### src/rtl/if_id_stage.sv
// if_id_stage: instruction-fetch PC plus IF/ID pipeline register.
// Supports hazard stall, bubble flush and EX-stage branch/jump redirect.
module if_id_stage #(
    parameter logic [31:0] RESET_PC  = 32'h0000_0000,
    parameter logic [31:0] NOP_INSTR = 32'h0000_0013
) (
    input  logic        clk,
    input  logic        reset,
    output logic [31:0] imem_addr,
    input  logic [31:0] imem_rdata,
    input  logic        stall,
    input  logic        flush,
    input  logic        redirect,
    input  logic [31:0] redirect_pc,
    output logic [31:0] instr,
    output logic [6:0]  funct7,
    output logic [4:0]  rs2,
    output logic [4:0]  rs1,
    output logic [2:0]  funct3,
    output logic [4:0]  rd,
    output logic [6:0]  opcode,
    output logic [31:0] PC_n,
    output logic        valid,
    output logic [31:0] fetch_count
);
    logic [31:0] pc_q, pc_d, instr_q, instr_d, pcn_q, pcn_d, fc_q, fc_d;
    logic        valid_q, valid_d;
    always_comb begin
        pc_d    = pc_q;
        instr_d = instr_q;
        pcn_d   = pcn_q;
        valid_d = valid_q;
        fc_d    = fc_q;
        if (redirect || flush) begin
            pc_d    = redirect ? {redirect_pc[31:2], 2'b00} : pc_q + 32'd4;
            instr_d = NOP_INSTR;
            pcn_d   = '0;
            valid_d = 1'b0;
        end else if (!stall) begin
            pc_d    = pc_q + 32'd4;
            instr_d = imem_rdata;
            pcn_d   = pc_q;
            valid_d = 1'b1;
            fc_d    = fc_q + 32'd1;
        end
    end
    always_ff @(posedge clk) begin
        if (reset) begin
            pc_q    <= RESET_PC;
            instr_q <= NOP_INSTR;
            pcn_q   <= '0;
            valid_q <= 1'b0;
            fc_q    <= '0;
        end else begin
            pc_q    <= pc_d;
            instr_q <= instr_d;
            pcn_q   <= pcn_d;
            valid_q <= valid_d;
            fc_q    <= fc_d;
        end
    end
    assign imem_addr   = pc_q;
    assign instr       = instr_q;
    assign funct7      = instr_q[31:25];
    assign rs2         = instr_q[24:20];
    assign rs1         = instr_q[19:15];
    assign funct3      = instr_q[14:12];
    assign rd          = instr_q[11:7];
    assign opcode      = instr_q[6:0];
    assign PC_n        = pcn_q;
    assign valid       = valid_q;
    assign fetch_count = fc_q;
endmodule

### config.mk
export PLATFORM = sky130hd
export DESIGN_NAME = if_id_stage
export DESIGN_NICKNAME = d
export VERILOG_FILES = /design/src/rtl/if_id_stage.sv
export SDC_FILE = /design/constraint.sdc
export NUM_CORES = 1
export LEC_CHECK = 0
export BUFFER_PORTS_ARGS = -buffer_cell sky130_fd_sc_hd__buf_2
export CAP_MARGIN = 25
export CORE_UTILIZATION = 49
export DETAILED_ROUTE_END_ITERATION = 8
export PLACE_DENSITY_LB_ADDON = 0.12
export SYNTH_ARGS = -nofsm -noshare
export SYNTH_HDL_FRONTEND = slang
export SYNTH_SLANG_ARGS = --single-unit
### constraint.sdc
create_clock -name clk -period 2.16 [get_ports clk]
set_clock_uncertainty 0.05 [all_clocks]
set_input_delay 0.324 -clock clk [delete_from_list [all_inputs] [get_ports clk]]
set_output_delay 0.324 -clock clk [all_outputs]
set_load 0.1 [all_outputs]
==> parameters.txt <==
Parameter                              Value

Hold path
  Worst hold-check path type    input pin to register

Timing
  Count of endpoints failing hold in the final timing report    0
  Final slew viol count    0
  Minimum hold slack    0.0967 ns
  Transition time at the pin with the least slew margin    0.800 ns
  Final period utilization    0.935
  Setup repair after global routing missed its margin    false
  Timing-limited maximum frequency    495 MHz
  Slew margin rel.    0.461
  Setup Viol. Count Final    0
  Post-layout min period    2.02 ns

GRT
  Pin count of the biggest net entering global routing    69
  Initial antenna violation count    0
  Wire length of the first global-routing pass    25,500 um
  Via count of the first global-routing pass    5,216
  Global route total overflow    0
  Overall fraction of global-route tracks in use    0.250

Yosys
  Async set-or-reset flop fraction in the synthesized netlist    0
  Post-synth top cells    125 x sky130_fd_sc_hd__dfxtp_1, 106 x sky130_fd_sc_hd__nor2_1, 60 x sky130_fd_sc_hd__mux2i_1, 36 x sky130_fd_sc_hd__buf_4, 30 x sky130_fd_sc_hd__clkbuf_1
  Warnings from Yosys    0
  Number of cells produced by synthesis    657
  Primary FF master, synth    sky130_fd_sc_hd__dfxtp_1
  Number of distinct library cells after synthesis    54
  Library cell occupying the most area in the post-synthesis netlist    sky130_fd_sc_hd__dfxtp_1
  Top post-synthesis cells by area    sky130_fd_sc_hd__dfxtp_1 42%, sky130_fd_sc_hd__mux2i_1 10%, sky130_fd_sc_hd__nor2_1 6.8%
  Netlist area before placement    5890 um^2
  Flop and latch count out of synthesis    125
  Post-synth EDFFs    0
  Post-Synthesis Mean Instance Area    8.97 um^2
  Top-count cell post-synth    sky130_fd_sc_hd__dfxtp_1
  Share of Yosys cell area claimed by the top area cell type    0.425
  Register area share after synthesis    0.425

Power and ir drop
  Worst ir drop on vdd    565 uV
  Leakage power of the design    0.00344 uW
  Final Total Pwr    6100 uW
  Power density cells    796 nW/um^2
  Internal power    4300 uW
  Clock network power share    0.441
  Portion of total power attributed to sequential cells    0.401
  Fraction of power spent switching nets    0.296
  Share of total power in combinational logic    0.158
  NetSw    1810 uW

Clock network
  Clock transition at the register clock pins on the worst setup and hold paths after CTS    0.05 ns
  Number of H-tree branching levels    4
  Clock root buffer    sky130_fd_sc_hd__clkbuf_16
  TritonCTS clock tree    done
  Hold-fix buffers, CTS    0
  Buffer depth of the longest clock path    2
  Source-to-sink clock delay at the later pin of the worst-skew pair    0.41 ns
  Clock sink count    125
  Number of buffers created by CTS    17

Floorplanning
  Area enclosed by the die boundary    12,500 um^2
  Die Width    112 um
  Core area    11,600 um^2
  Starting density of the core    0.510
  Number of cell rows    39
  Height of the die    112 um
  Count of boundary I/O pins    230

Drt
  Routed WL per cell    15.6 um
  Final wirelength    15,700 um
  Post-detailed-route DRC marker count    9
  Number of detailed-routing iterations run before antenna repair    7
  Total number of vias    5,643
  Routed via count divided by cell count    5.62
  Routed Antenna Nets    0
  Starting DRT DRC Count    443

Worst setup path
  Data required, critical path    2.42 ns
  Worst Path Class, Setup    register to register
  Crit. End Element    register
  Maximum fanout along the worst path    9
  Critical Path Start Type    register
  Arrival time of the worst setup path    2.28 ns

Layout
  Diodes inserted    0
  P&R area growth vs syn    30.2%
  Proportion of layout cells with a drive suffix above 1    0.410
  Count of nets after finishing    920

Run status
  Violated checks    design-rule violations
  Run status    finished with violations

Run
  Number of max-cap violations    0

Placed design
  Total half-perimeter wirelength after legalization and detailed placement    11,200 um
  Gp weighted congestion    0.860
  IO Port Bufs    223
[kinds of logic (layout without fill, tap and decap cells)]
group,count (synthesis),after routing,synth area share
other cells,1,4,0.000636
buf+inv,89,290,0.0807
mux,65,65,0.111
flops,125,125,0.425
xor+xnor,20,20,0.0297
fa+ha+maj,2,2,0.00425
simple gates,269,269,0.242
compound gates,86,86,0.106
[power by group through the flow]
stage / Combinational (uW) / Clock [uW] / Sequential, uW
floorplan: 375 / 0 / 2900
global placement: 957 / 0 / 2490
detailed placement: 964 / 0 / 2490
CTS: 967 / 2730 / 2450
global route: 1010 / 2840 / 2460
finish: 966 / 2690 / 2450
[registers in the layout (all words and copies together) (netlist names)]
register,cells
valid,1
instr,32
fetch_count,32
PC_n,30
imem_addr,30
[routing by layer]
layer	part of all wire	wire length [um]	track usage	vias to the layer above
met5	0	0	0	-
met4	0.014	220	0.0820	0
met3	0.067	1050	0.0719	18
met2	0.48	7470	0.405	201
met1	0.44	6910	0.321	2676
li1	-	-	-	2748
[repair_timing]
item	4_1_cts	5_1_grt
setup buffers	0	2
setup endpoints to repair	0	4
resized for setup	0	1
[stage by stage]
step	cell area (um^2)	std cells	setup TNS, ns	setup slack, ns	utilization
floorplan	6040	660	-0.120	-0.0770	-
global placement	7090	971	0	0.164	0.613
detailed placement	7090	971	0	0.0934	0.613
CTS	7650	1002	0	0.0696	0.662
global route	7670	1004	0	0.0174	0.663
finish	7670	1004	0	0.140	0.663
[cell type report]
| cell class | count | area [um^2] |
|---|---|---|
| Clock inverter | 7 | 60.1 |
| Inverter | 12 | 45.0 |
| Fill cell | 968 | 3890 |
| Clock buffer | 24 | 503 |
| Tap cell | 143 | 179 |
| Timing Repair Buffer | 247 | 1320 |
| Sequential cell | 125 | 2620 |
| Multi-Input combinational cell | 446 | 2940 |
[critical path, cell delays in order, from the launching register on]
cell and delay (ns):
sky130_fd_sc_hd__dfxtp_4 0.40, sky130_fd_sc_hd__nand3_1 0.13, sky130_fd_sc_hd__or4_4 0.58, sky130_fd_sc_hd__or4_1 0.52
sky130_fd_sc_hd__a311oi_1 0.25
[cell usage in the layout (no fill, tap or decap), types with 13 or more instances in the layout]
master and count:
sky130_fd_sc_hd__o31ai_1 16, sky130_fd_sc_hd__nand3_1 22, sky130_fd_sc_hd__nor4_1 13, sky130_fd_sc_hd__dfxtp_4 20
sky130_fd_sc_hd__xnor2_1 13, sky130_fd_sc_hd__dfxtp_2 37, sky130_fd_sc_hd__clkbuf_16 18, sky130_fd_sc_hd__nor2_1 106
sky130_fd_sc_hd__a311oi_1 14, sky130_fd_sc_hd__or4_1 15, sky130_fd_sc_hd__buf_4 23, sky130_fd_sc_hd__nand4_1 19
sky130_fd_sc_hd__mux2i_1 60, sky130_fd_sc_hd__a21oi_1 14, sky130_fd_sc_hd__dfxtp_1 68, sky130_fd_sc_hd__nand2_1 22
sky130_fd_sc_hd__buf_2 222
[path summary, 6_finish.rpt]
path                  from            end  slack (ns)  cells past startpoint
max          imem_addr[10]  imem_addr[25]        0.14                      4
min          imem_rdata[9]       instr[9]         0.1                      3
max reg2reg  imem_addr[10]  imem_addr[25]        0.14                      4
min reg2reg          valid          valid        0.42                      2
Note: power is estimated with default switching activity, not from simulation.
